`src/rtl/decode_stage_pkg.sv`:
```
// Shared decode constants: opcode/funct fields, ALU control encodings and the
// decoded control bundle, plus the opcode/funct to control decoder.
package decode_stage_pkg;

    localparam logic [5:0] OP_RTYPE = 6'h00;
    localparam logic [5:0] OP_J     = 6'h02;
    localparam logic [5:0] OP_BEQ   = 6'h04;
    localparam logic [5:0] OP_BNE   = 6'h05;
    localparam logic [5:0] OP_ADDI  = 6'h08;
    localparam logic [5:0] OP_SLTI  = 6'h0A;
    localparam logic [5:0] OP_ANDI  = 6'h0C;
    localparam logic [5:0] OP_ORI   = 6'h0D;
    localparam logic [5:0] OP_LUI   = 6'h0F;
    localparam logic [5:0] OP_LW    = 6'h23;
    localparam logic [5:0] OP_SW    = 6'h2B;

    localparam logic [5:0] F_ADD = 6'h20;
    localparam logic [5:0] F_SUB = 6'h22;
    localparam logic [5:0] F_AND = 6'h24;
    localparam logic [5:0] F_OR  = 6'h25;
    localparam logic [5:0] F_NOR = 6'h27;
    localparam logic [5:0] F_SLT = 6'h2A;

    typedef enum logic [3:0] {
        ALU_AND = 4'b0000,
        ALU_OR  = 4'b0001,
        ALU_ADD = 4'b0010,
        ALU_SUB = 4'b0110,
        ALU_SLT = 4'b0111,
        ALU_LUI = 4'b1000,
        ALU_NOR = 4'b1100
    } alu_ctrl_t;

    typedef struct packed {
        logic      reg_write;
        logic      mem_to_reg;
        logic      mem_write;
        logic      alu_src;
        logic      reg_dst;
        logic      branch_eq;
        logic      branch_ne;
        logic      jump;
        logic      zero_ext;
        alu_ctrl_t alu_ctrl;
    } ctrl_t;

    // NOP and bubble share one encoding: nothing written, nothing redirected.
    localparam ctrl_t CTRL_NOP = '{
        reg_write: 1'b0, mem_to_reg: 1'b0, mem_write: 1'b0, alu_src: 1'b0,
        reg_dst: 1'b0, branch_eq: 1'b0, branch_ne: 1'b0, jump: 1'b0,
        zero_ext: 1'b0, alu_ctrl: ALU_AND
    };

    function automatic ctrl_t decode_ctrl(input logic [5:0] op, input logic [5:0] funct);
        ctrl_t c;
        c = CTRL_NOP;
        case (op)
            OP_RTYPE: begin
                c.reg_write = 1'b1;
                c.reg_dst   = 1'b1;
                case (funct)
                    F_ADD:   c.alu_ctrl = ALU_ADD;
                    F_SUB:   c.alu_ctrl = ALU_SUB;
                    F_AND:   c.alu_ctrl = ALU_AND;
                    F_OR:    c.alu_ctrl = ALU_OR;
                    F_NOR:   c.alu_ctrl = ALU_NOR;
                    F_SLT:   c.alu_ctrl = ALU_SLT;
                    default: c = CTRL_NOP;
                endcase
            end
            OP_LW: begin
                c.reg_write  = 1'b1;
                c.mem_to_reg = 1'b1;
                c.alu_src    = 1'b1;
                c.alu_ctrl   = ALU_ADD;
            end
            OP_SW: begin
                c.mem_write = 1'b1;
                c.alu_src   = 1'b1;
                c.alu_ctrl  = ALU_ADD;
            end
            OP_BEQ: begin
                c.branch_eq = 1'b1;
                c.alu_ctrl  = ALU_SUB;
            end
            OP_BNE: begin
                c.branch_ne = 1'b1;
                c.alu_ctrl  = ALU_SUB;
            end
            OP_ADDI, OP_SLTI, OP_LUI: begin
                c.reg_write = 1'b1;
                c.alu_src   = 1'b1;
                c.alu_ctrl  = (op == OP_ADDI) ? ALU_ADD :
                              (op == OP_SLTI) ? ALU_SLT : ALU_LUI;
            end
            OP_ANDI, OP_ORI: begin
                c.reg_write = 1'b1;
                c.alu_src   = 1'b1;
                c.zero_ext  = 1'b1;
                c.alu_ctrl  = (op == OP_ANDI) ? ALU_AND : ALU_OR;
            end
            OP_J:    c.jump = 1'b1;
            default: c = CTRL_NOP;
        endcase
        return c;
    endfunction

endpackage

```
`src/rtl/decode_stage_if.sv`:
```
// Decode-to-execute pipeline register bundle; decode drives it as master,
// execute consumes it as slave.
interface decode_stage_if #(
    parameter int DATA_W = 32
);
    logic              RegWriteE;
    logic              MemtoRegE;
    logic              MemWriteE;
    logic              ALUSrcE;
    logic              RegDstE;
    logic [3:0]        ALUControlE;
    logic [DATA_W-1:0] RD1E;
    logic [DATA_W-1:0] RD2E;
    logic [DATA_W-1:0] SignImmE;
    logic [4:0]        RsE;
    logic [4:0]        RtE;
    logic [4:0]        RdE;

    modport master (
        output RegWriteE, MemtoRegE, MemWriteE, ALUSrcE, RegDstE, ALUControlE,
               RD1E, RD2E, SignImmE, RsE, RtE, RdE
    );

    modport slave (
        input  RegWriteE, MemtoRegE, MemWriteE, ALUSrcE, RegDstE, ALUControlE,
               RD1E, RD2E, SignImmE, RsE, RtE, RdE
    );
endinterface

```
`src/rtl/decode_stage_reg_file.sv`:
```
// Register file: two combinational read ports with same-cycle writeback
// bypass, one write port, r0 hardwired to zero, synchronous clear.
module decode_stage_reg_file #(
    parameter int DATA_W = 32,
    parameter int NREG   = 32
) (
    input  logic                    clk,
    input  logic                    rst_n,
    input  logic [$clog2(NREG)-1:0] i_ra1,
    input  logic [$clog2(NREG)-1:0] i_ra2,
    output logic [DATA_W-1:0]       o_rd1,
    output logic [DATA_W-1:0]       o_rd2,
    input  logic                    i_we,
    input  logic [$clog2(NREG)-1:0] i_wa,
    input  logic [DATA_W-1:0]       i_wd
);
    logic [DATA_W-1:0] r_regs [NREG];
    logic              w_wr_valid;

    assign w_wr_valid = i_we && (i_wa != '0);

    always_ff @(posedge clk) begin
        if (!rst_n) begin
            for (int unsigned i = 0; i < NREG; i++) begin
                r_regs[i] <= '0;
            end
        end else if (w_wr_valid) begin
            r_regs[i_wa] <= i_wd;
        end
    end

    always_comb begin
        o_rd1 = r_regs[i_ra1];
        o_rd2 = r_regs[i_ra2];
        if (w_wr_valid && (i_wa == i_ra1)) o_rd1 = i_wd;
        if (w_wr_valid && (i_wa == i_ra2)) o_rd2 = i_wd;
        if (i_ra1 == '0) o_rd1 = '0;
        if (i_ra2 == '0) o_rd2 = '0;
    end
endmodule

```
`src/rtl/decode_stage.sv`:
```
// Decode stage: instruction decode, register file access, early branch/jump
// resolution back to fetch, and the D/E pipeline register.
module decode_stage
    import decode_stage_pkg::*;
#(
    parameter int PC_W   = 9,
    parameter int DATA_W = 32,
    parameter int NREG   = 32
) (
    input  logic              clk,
    input  logic              rst_n,
    input  logic [31:0]       InstrD,
    input  logic [PC_W-1:0]   PCPlus4D,
    input  logic              StallD,
    input  logic              FlushE,
    input  logic              ForwardAD,
    input  logic              ForwardBD,
    input  logic [DATA_W-1:0] ALUOutM,
    input  logic              RegWriteW,
    input  logic [4:0]        WriteRegW,
    input  logic [DATA_W-1:0] ResultW,
    output logic              PCSrcD,
    output logic [PC_W-1:0]   PCBranchD,
    output logic [4:0]        RsD,
    output logic [4:0]        RtD,
    output logic              BranchD,
    decode_stage_if.master    de
);
    ctrl_t             w_ctrl;
    logic [DATA_W-1:0] w_rd1;
    logic [DATA_W-1:0] w_rd2;
    logic [DATA_W-1:0] w_sign_imm;
    logic [DATA_W-1:0] w_cmp_a;
    logic [DATA_W-1:0] w_cmp_b;
    logic              w_equal;
    logic [4:0]        w_rd_idx;

    logic              r_reg_write, r_mem_to_reg, r_mem_write, r_alu_src, r_reg_dst;
    logic [3:0]        r_alu_ctrl;
    logic [DATA_W-1:0] r_rd1, r_rd2, r_sign_imm;
    logic [4:0]        r_rs, r_rt, r_rd;

    assign w_ctrl   = decode_ctrl(InstrD[31:26], InstrD[5:0]);
    assign RsD      = InstrD[25:21];
    assign RtD      = InstrD[20:16];
    assign w_rd_idx = InstrD[15:11];
    assign BranchD  = w_ctrl.branch_eq | w_ctrl.branch_ne;

    assign w_sign_imm = w_ctrl.zero_ext ? {{(DATA_W-16){1'b0}}, InstrD[15:0]}
                                        : {{(DATA_W-16){InstrD[15]}}, InstrD[15:0]};

    decode_stage_reg_file #(
        .DATA_W (DATA_W),
        .NREG   (NREG)
    ) u_reg_file (
        .clk   (clk),
        .rst_n (rst_n),
        .i_ra1 (RsD),
        .i_ra2 (RtD),
        .o_rd1 (w_rd1),
        .o_rd2 (w_rd2),
        .i_we  (RegWriteW),
        .i_wa  (WriteRegW),
        .i_wd  (ResultW)
    );

    assign w_cmp_a = ForwardAD ? ALUOutM : w_rd1;
    assign w_cmp_b = ForwardBD ? ALUOutM : w_rd2;
    assign w_equal = (w_cmp_a == w_cmp_b);

    assign PCSrcD = ~StallD & ((w_ctrl.branch_eq & w_equal) |
                               (w_ctrl.branch_ne & ~w_equal) |
                               w_ctrl.jump);

    always_comb begin
        PCBranchD = PCPlus4D;
        if (BranchD)          PCBranchD = PCPlus4D + w_sign_imm[PC_W-1:0];
        else if (w_ctrl.jump) PCBranchD = InstrD[PC_W-1:0];
    end

    // Reset, flush and stall all load the same all-zero bubble, so the
    // reset > flush > stall > load priority collapses into one condition.
    always_ff @(posedge clk) begin
        if (!rst_n || FlushE || StallD) begin
            r_reg_write  <= 1'b0;
            r_mem_to_reg <= 1'b0;
            r_mem_write  <= 1'b0;
            r_alu_src    <= 1'b0;
            r_reg_dst    <= 1'b0;
            r_alu_ctrl   <= '0;
            r_rd1        <= '0;
            r_rd2        <= '0;
            r_sign_imm   <= '0;
            r_rs         <= '0;
            r_rt         <= '0;
            r_rd         <= '0;
        end else begin
            r_reg_write  <= w_ctrl.reg_write;
            r_mem_to_reg <= w_ctrl.mem_to_reg;
            r_mem_write  <= w_ctrl.mem_write;
            r_alu_src    <= w_ctrl.alu_src;
            r_reg_dst    <= w_ctrl.reg_dst;
            r_alu_ctrl   <= w_ctrl.alu_ctrl;
            r_rd1        <= w_rd1;
            r_rd2        <= w_rd2;
            r_sign_imm   <= w_sign_imm;
            r_rs         <= RsD;
            r_rt         <= RtD;
            r_rd         <= w_rd_idx;
        end
    end

    assign de.RegWriteE   = r_reg_write;
    assign de.MemtoRegE   = r_mem_to_reg;
    assign de.MemWriteE   = r_mem_write;
    assign de.ALUSrcE     = r_alu_src;
    assign de.RegDstE     = r_reg_dst;
    assign de.ALUControlE = r_alu_ctrl;
    assign de.RD1E        = r_rd1;
    assign de.RD2E        = r_rd2;
    assign de.SignImmE    = r_sign_imm;
    assign de.RsE         = r_rs;
    assign de.RtE         = r_rt;
    assign de.RdE         = r_rd;
endmodule

```
`src/flat_wrapper.sv`:
```
// flat-port wrapper written by rule: the top's interface ports become plain ports
module decode_stage_flat import decode_stage_pkg::*;
#(
    parameter int PC_W   = 9,
    parameter int DATA_W = 32,
    parameter int NREG   = 32
)
  (clk, rst_n, InstrD, PCPlus4D, StallD, FlushE, ForwardAD, ForwardBD, ALUOutM, RegWriteW, WriteRegW, ResultW, PCSrcD, PCBranchD, RsD, RtD, BranchD, de_RegWriteE, de_MemtoRegE, de_MemWriteE, de_ALUSrcE, de_RegDstE, de_ALUControlE, de_RD1E, de_RD2E, de_SignImmE, de_RsE, de_RtE, de_RdE);
  decode_stage_if #(.DATA_W(DATA_W)) de_i ();
  input  logic clk;
  input  logic rst_n;
  input  logic [31:0] InstrD;
  input  logic [PC_W-1:0] PCPlus4D;
  input  logic StallD;
  input  logic FlushE;
  input  logic ForwardAD;
  input  logic ForwardBD;
  input  logic [DATA_W-1:0] ALUOutM;
  input  logic RegWriteW;
  input  logic [4:0] WriteRegW;
  input  logic [DATA_W-1:0] ResultW;
  output logic PCSrcD;
  output logic [PC_W-1:0] PCBranchD;
  output logic [4:0] RsD;
  output logic [4:0] RtD;
  output logic BranchD;
  output wire logic [$bits(de_i.RegWriteE)-1:0] de_RegWriteE;
  output wire logic [$bits(de_i.MemtoRegE)-1:0] de_MemtoRegE;
  output wire logic [$bits(de_i.MemWriteE)-1:0] de_MemWriteE;
  output wire logic [$bits(de_i.ALUSrcE)-1:0] de_ALUSrcE;
  output wire logic [$bits(de_i.RegDstE)-1:0] de_RegDstE;
  output wire logic [$bits(de_i.ALUControlE)-1:0] de_ALUControlE;
  output wire logic [$bits(de_i.RD1E)-1:0] de_RD1E;
  output wire logic [$bits(de_i.RD2E)-1:0] de_RD2E;
  output wire logic [$bits(de_i.SignImmE)-1:0] de_SignImmE;
  output wire logic [$bits(de_i.RsE)-1:0] de_RsE;
  output wire logic [$bits(de_i.RtE)-1:0] de_RtE;
  output wire logic [$bits(de_i.RdE)-1:0] de_RdE;
  assign de_RegWriteE = de_i.RegWriteE;
  assign de_MemtoRegE = de_i.MemtoRegE;
  assign de_MemWriteE = de_i.MemWriteE;
  assign de_ALUSrcE = de_i.ALUSrcE;
  assign de_RegDstE = de_i.RegDstE;
  assign de_ALUControlE = de_i.ALUControlE;
  assign de_RD1E = de_i.RD1E;
  assign de_RD2E = de_i.RD2E;
  assign de_SignImmE = de_i.SignImmE;
  assign de_RsE = de_i.RsE;
  assign de_RtE = de_i.RtE;
  assign de_RdE = de_i.RdE;
  decode_stage #(.PC_W(PC_W), .DATA_W(DATA_W), .NREG(NREG)) u_core (.clk(clk), .rst_n(rst_n), .InstrD(InstrD), .PCPlus4D(PCPlus4D), .StallD(StallD), .FlushE(FlushE), .ForwardAD(ForwardAD), .ForwardBD(ForwardBD), .ALUOutM(ALUOutM), .RegWriteW(RegWriteW), .WriteRegW(WriteRegW), .ResultW(ResultW), .PCSrcD(PCSrcD), .PCBranchD(PCBranchD), .RsD(RsD), .RtD(RtD), .BranchD(BranchD), .de(de_i));
endmodule
```
`config.mk`:
```
export PLATFORM = sky130hd
export DESIGN_NAME = decode_stage_flat
export DESIGN_NICKNAME = d
export VERILOG_FILES = /design/src/rtl/decode_stage_pkg.sv /design/src/rtl/decode_stage_if.sv /design/src/rtl/decode_stage_reg_file.sv /design/src/rtl/decode_stage.sv /design/src/flat_wrapper.sv
export SDC_FILE = /design/constraint.sdc
export NUM_CORES = 2
export LEC_CHECK = 0
export BUFFER_PORTS_ARGS = -buffer_cell sky130_fd_sc_hd__buf_4
export CORE_ASPECT_RATIO = 0.6
export CORE_MARGIN = 8
export CORE_UTILIZATION = 60
export CTS_CLUSTER_SIZE = 30
export DETAILED_ROUTE_END_ITERATION = 8
export PLACE_DENSITY = 0.79
export SYNTH_ARGS = -nofsm -noshare
export SYNTH_HDL_FRONTEND = slang
export SYNTH_SLANG_ARGS = --single-unit
```
`constraint.sdc`:
```
create_clock -name clk -period 9.1 [get_ports clk]
set_input_delay 0.455 -clock clk [delete_from_list [all_inputs] [get_ports clk]]
set_output_delay 0.455 -clock clk [all_outputs]
set_load 0.005 [all_outputs]
```
[Word-level counts from Yosys, hierarchy flattened]
Memory sizes are Yosys's and may differ from the RTL's.
Index checks and enable logic that the tools add are counted.
Storage, ports and cells
  register bits: 105
  bits in latches: 0
  memory bits (writable): 1024
  ROM bits: 0
  input bits: 117
  output and inout bits: 141
  word-level logic and storage cells: 92
  memories kept: 1
Memory list
  u_core.u_reg_file.r_regs: words 32, width 32, read ports 2, clocked after Yosys merged registers in 0, wr ports 32, line decode_stage_reg_file.sv:17  | logic [DATA_W-1:0] r_regs [NREG];
Cells by class
  add/subtract/negate cells: 1
  $mul: 0
  div/mod/pow operators: 0
  order comparisons: 0
  equal/unequal tests: 19
  shift-type cells: 0
  mux-type cells: 29
  bitwise logic cells: 9
  reductions and logical operators: 20
Operator list (number)
  32-bit 2-to-1 mux: 7
  6-bit equality test, second input constant: 8
  4-bit case mux with 5 select lines: 2
  32-bit equality test: 1
  32-bit OR reduction: 1
  6-bit by 4-bit equality test with 1-bit output, second input constant: 5
  9-bit 2-to-1 mux: 3
  1-bit case mux with 2 select lines: 8
  6-bit by 3-bit equality test with 1-bit output, second input constant: 2
  6-bit OR reduction: 2
  5-bit equality test: 2
  5-bit logical NOT: 2
  2-bit OR reduction: 5
  9-bit adder: 1
  4-bit 2-to-1 mux: 2
  7-bit OR reduction: 1
  6-bit by 2-bit equality test with 1-bit output, second input constant: 1
  6-bit logical NOT: 1
  1-bit 2-to-1 mux: 6
  5-bit 2-to-1 mux: 1
  5-bit nonzero test: 1
  1-bit bitwise AND: 3
  1-bit logical AND: 3
  1-bit NOT: 3
  other kinds (4): 7

[Longest topological paths before layout]
  depth after elaboration: 12
  gate-level depth with buffers: 17
  depth with buffers taken out: 14

[Cells and area by module]
From an unflattened synthesis, not the netlist that was laid out.
Unflattened totals
  cell total of the unflattened synthesis: 4451
  area total of the unflattened synthesis: 60548.1 sq um
Modules (own cells, without submodules)
  decode_stage_reg_file: times used 1, cells each 3928, area an instance 55647.1 sq um, sequential area each 30749.5 sq um
  decode_stage: times used 1, cells each 523, area an instance 4901.0 sq um, sequential area each 2001.9 sq um

[Least setup slack after synthesis]
OpenSTA, ideal clock, no wires.
  path kind: in2reg
  from: in WriteRegW[4]
  to: mem u_core.u_reg_file.r_regs[20][0], enable pin
  library setup time: 0.466 ns
  arrival: 3.797 ns
  data required time: 8.634 ns
  setup slack: 4.837 ns
  cell stages on the path: 7
  path buffers: 4
  cells stage by stage: clkbuf_1 > or3_4 > buf_6 > nand2_1 > clkbuf_1 > clkbuf_1 > o21ai_0
RTL lines
  start, declared: line flat_wrapper.sv:20  | input logic [4:0] WriteRegW;
  end, declared: line decode_stage_reg_file.sv:17

[Worst setup path in the final report]
  from: in InstrD[24]
  to: out PCSrcD
Between the ends
  word-level cells in the longest chain between the ends: 11
  elaborated cells on any way between the ends: 14
  those cells by class: 2 x eq/ne; 3 x mux; 6 x bitwise; 2 x reduce/logical; 1 x memory
Ends and longest elaborated chain
  start, declared: line flat_wrapper.sv:12  | input logic [31:0] InstrD;
  branches (longest 3 deep; another with memory read 32 x 32 bit)
  32-bit 2-to-1 mux *: line decode_stage_reg_file.sv:37  | if (i_ra1 == '0) o_rd1 = '0;
  32-bit 2-to-1 mux *: line decode_stage.sv:67  | assign w_cmp_a = ForwardAD ? ALUOutM : w_rd1;
  32-bit equality test *: line decode_stage.sv:69  | assign w_equal = (w_cmp_a == w_cmp_b);
  1-bit NOT: line decode_stage.sv:72  | (w_ctrl.branch_ne & ~w_equal) |
  1-bit bitwise AND: line decode_stage.sv:72
  1-bit OR *: line decode_stage.sv:71  | assign PCSrcD = ~StallD & ((w_ctrl.branch_eq & w_equal) |
  1-bit OR *: line decode_stage.sv:72
  1-bit bitwise AND *: line decode_stage.sv:71
  end, declared: line flat_wrapper.sv:22  | output logic PCSrcD;
Mark *: on every way between the ends.

==> flow_metrics.py <==
metrics = {
    "hold_path": {
        "min_to": "u_core.de.ALUControlE[3]$_SDFF_PP0_",
        "min_path_cells": 3,
        "min_from": "InstrD[27]",
        "hold_class": "primary input to register",
    },
    "timing": {
        "maxSlewViolCount": 17,
        "min_period_ps": 6845,
        "max_freq_ghz": 0.1461,
        "max_slew_margin_pct": -2.700,
        "period_share_pct": 75.23,
        "hold_violations": 0,
        "setup_viol": 0,
        "rsz0062_at_grt": "false",
        "worst_slew_pin_slew_ps": 1540,
        "setup_tns_ps": 0,
        "fin_skew_ps": 47.24,
    },
    "synth": {
        "syn_area_per_cell_um2": 13.51,
        "synth-main-ff-cell": "edfxtp_1",
        "async_reset_ff_share_pct": 0,
        "ys.warnings.count": 0,
        "synth_seq_cells": 1124,
        "synth_edf_count": 1024,
        "yosysUniqueCellTypes": 102,
        "synth_cells": 4468,
        "yosysSeqAreaShare_pct": 54.26,
        "synth_area_um2": 60360,
    },
    "worst_setup_path": {
        "worstPathCellList": "buf_4, or3b_2, buf_4, o22ai_1, a2111oi_0, a21oi_1, mux2i_1, o221a_2, nand4_1, a2111o_1, a211oi_2, a31oi_1, o31a_1, buf_4",
        "rrSetupSlack_ps": 5660,
        "cpPeakStageDelay_ps": 1170,
        "r2r-end": "u_core.de.RD1E[24]$_SDFF_PP0_",
        "ff2ff_path_depth": 6,
        "arrival_ps": 6390,
        "timing.rr.start": "u_core.u_reg_file.r_regs[14][24]$_SDFFCE_PN0P_",
        "path_common_cell": "buf_4",
        "crit_start": "InstrD[24]",
        "cp-start-kind": "primary input",
        "crit_required_ps": 8650,
        "cp_max_fo": 27,
        "end_kind": "output port",
        "crit_slowest_cell": "a2111oi_0",
        "critPathKind": "primary input to output port",
    },
    "clock_tree": {
        "cts_buffers": 104,
        "ctsHoldBuffers": 18,
        "cts_buffer_depth": 3,
        "cts_tree": "yes",
        "cts_sinks": 1124,
        "clk_pin_slew_ps": 70,
        "root_buffer": "clkbuf_16",
        "post_cts_buffers": 0,
        "cts_resized": 0,
        "insertion_delay_ps": 770,
        "htreeDepth": 3,
    },
    "layout": {
        "multi_input_area_um2": 25550,
        "final_cell_mix": "edfxtp_1, and2_1, nor3_1",
        "nFillCells": 7033,
        "regArea_um2": 32750,
        "num-nets-final": 4645,
        "stdcell_area_um2": 66960,
        "syn_to_final_growth_pct": 10.95,
        "drive_gt1_share_pct": 24.09,
        "final_common_cell": "edfxtp_1",
    },
    "global_route": {
        "grt_pass1_vias": 43571,
        "antenna_found_initial": 21,
        "grtUsageTotal_pct": 41.95,
        "grt_max_degree": 91,
        "grt_pass1_wl_um": 331300,
        "grt.overflow.total": 0,
    },
    "detailed_routing": {
        "wl_per_cell_um": 40.12,
        "drt_first_pass_iters": 8,
        "drtAntennaViolNets": 0,
        "vias": 46235,
        "routed_wl_um": 238800,
        "viasPerCell": 7.768,
        "drtIter0Drc": 9608,
        "drc": 0,
    },
    "die": {
        "coreArea_um2": 100100,
        "initial_utilization_pct": 60.29,
        "ios": 258,
        "die-area_um2": 111300,
        "die_h_um": 261.7,
        "die_w_um": 425.5,
        "rows": 90,
    },
    "placed_design": {
        "dp_hpwl_um": 153900,
        "port_buffers": 257,
        "dpl_cell_area_um2": 63290,
        "gp_congestion": 1.069,
    },
    "outcome": {
        "violations": "max-capacitance violations, max-slew violations",
        "status": "complete, but fails checks",
    },
    "power": {
        "p_leak_nw": 23.00,
        "irDropWorstVdd_uv": 187.6,
        "power_density_nw_per_um2": 187.9,
    },
    "job": {
        "maxCapViolations": 2,
    },
}
through the flow:
| stage | util [%] | setup slack (ps) | power [mW] | instances | hold WS (ps) |
|---|---|---|---|---|---|
| floorplan | - | 4837 | 7.186 | 4499 | 539.7 |
| global placement | 63.22 | 2599 | 7.928 | 5729 | 657.0 |
| detailed placement | 63.23 | 2779 | 7.964 | 5729 | 659.8 |
| CTS | 66.86 | 2709 | 12.40 | 5941 | 14.49 |
| global route | 66.87 | 2453 | 12.74 | 5944 | 23.42 |
| finish | 66.89 | 2255 | 12.58 | 5952 | 44.35 |
Yosys cell counts (all sizes together), types with 5 or more instances:
cell type | count | area [um2]
nand2b | 13 | 81.33
xor2 | 34 | 297.8
nand3 | 31 | 155.2
a31o | 5 | 43.79
nand2 | 110 | 412.9
inv | 33 | 123.9
or3b | 6 | 52.55
o31ai | 8 | 60.06
o22a | 25 | 219.0
a211oi | 26 | 205.2
nor3b | 8 | 60.06
ha | 8 | 100.1
nor4 | 9 | 56.30
edfxtp | 1024 | 30750
buf | 187 | 1280
or2 | 5 | 31.28
a211o | 8 | 70.07
nor2 | 146 | 550.5
or3 | 10 | 67.56
a22oi | 71 | 533.0
a31oi | 16 | 106.4
a2111oi | 15 | 143.9
o21ai | 68 | 344.1
nand3b | 12 | 90.09
mux2 | 44 | 499.2
dfxtp | 100 | 2002
mux4 | 404 | 9130
nand4 | 35 | 219.0
and2 | 569 | 3560
clkbuf | 323 | 1221
nor2b | 14 | 87.58
a32oi | 15 | 146.4
mux2i | 249 | 2492
xnor2 | 47 | 411.6
o22ai | 29 | 181.4
a21boi | 7 | 52.55
a21oi | 76 | 391.6
o221ai | 54 | 473.0
o211ai | 6 | 45.04
nor3 | 495 | 2482
a22o | 25 | 219.0
a221oi | 19 | 166.4
o2111ai | 8 | 70.07
cell families after synthesis:
logic type | synth area share, %
compound gates | 6.574
xor+xnor | 1.175
fa+ha+maj | 0.1990
buf+inv | 4.382
flops | 54.26
mux | 20.08
other cells | 0.006213
simple gates | 13.32
sequential cells by signal (all words and copies together) (netlist names):
register / count
u_core.de.MemWriteE: 1
u_core.u_reg_file.r_regs: 1024
u_core.de.RegWriteE: 1
u_core.de.ALUControlE: 4
u_core.de.RD2E: 32
u_core.de.RD1E: 32
u_core.de.RtE: 5
u_core.de.ALUSrcE: 1
u_core.de.RsE: 5
u_core.de.MemtoRegE: 1
u_core.de.RegDstE: 1
u_core.de.RdE: 4
u_core.de.SignImmE: 13
report_power, final:
| group | switching [mW] | internal, mW | leakage [nW] | total (mW) |
|---|---|---|---|---|
| combinational | 1.27 | 0.681 | 10.7 | 1.95 |
| clock | 2.08 | 2.48 | 1.71 | 4.57 |
| sequential | 0.158 | 5.90 | 10.6 | 6.06 |
layout make-up:
type,count,share of cell area (%)
repair buffers,425,5.035
clock inverters,61,0.8520
diodes,11,0.04111
multi-input cells,2828,38.15
flip-flops and latches,1124,48.91
well taps,1334,2.493
inverters,36,0.2018
clock buffers,133,4.318
layer usage:
metal,GRT usage [%],up-vias,wire length [um]
li1,-,17450,-
met4,17.96,18,13790
met5,2.805,-,504
met1,54.21,22617,79940
met3,26.30,1012,51370
met2,55.72,5138,93200
worst max-delay path by stage:
stage,to
final,PCSrcD
after global routing,PCSrcD
after CTS,PCSrcD
after detailed placement,PCSrcD
after global placement,PCSrcD
after floorplan,u_core.u_reg_file.r_regs[20][0]$_SDFFCE_PN0P_
worst max-delay path: cells and delay by family:
kind	cells	cell delay (ps)
muxes	1	360
and+or+nand+nor	2	980
buffers and inverters	3	1210
AOI/OAI and AO/OA	8	3330
(Power assumes the default switching activity.)
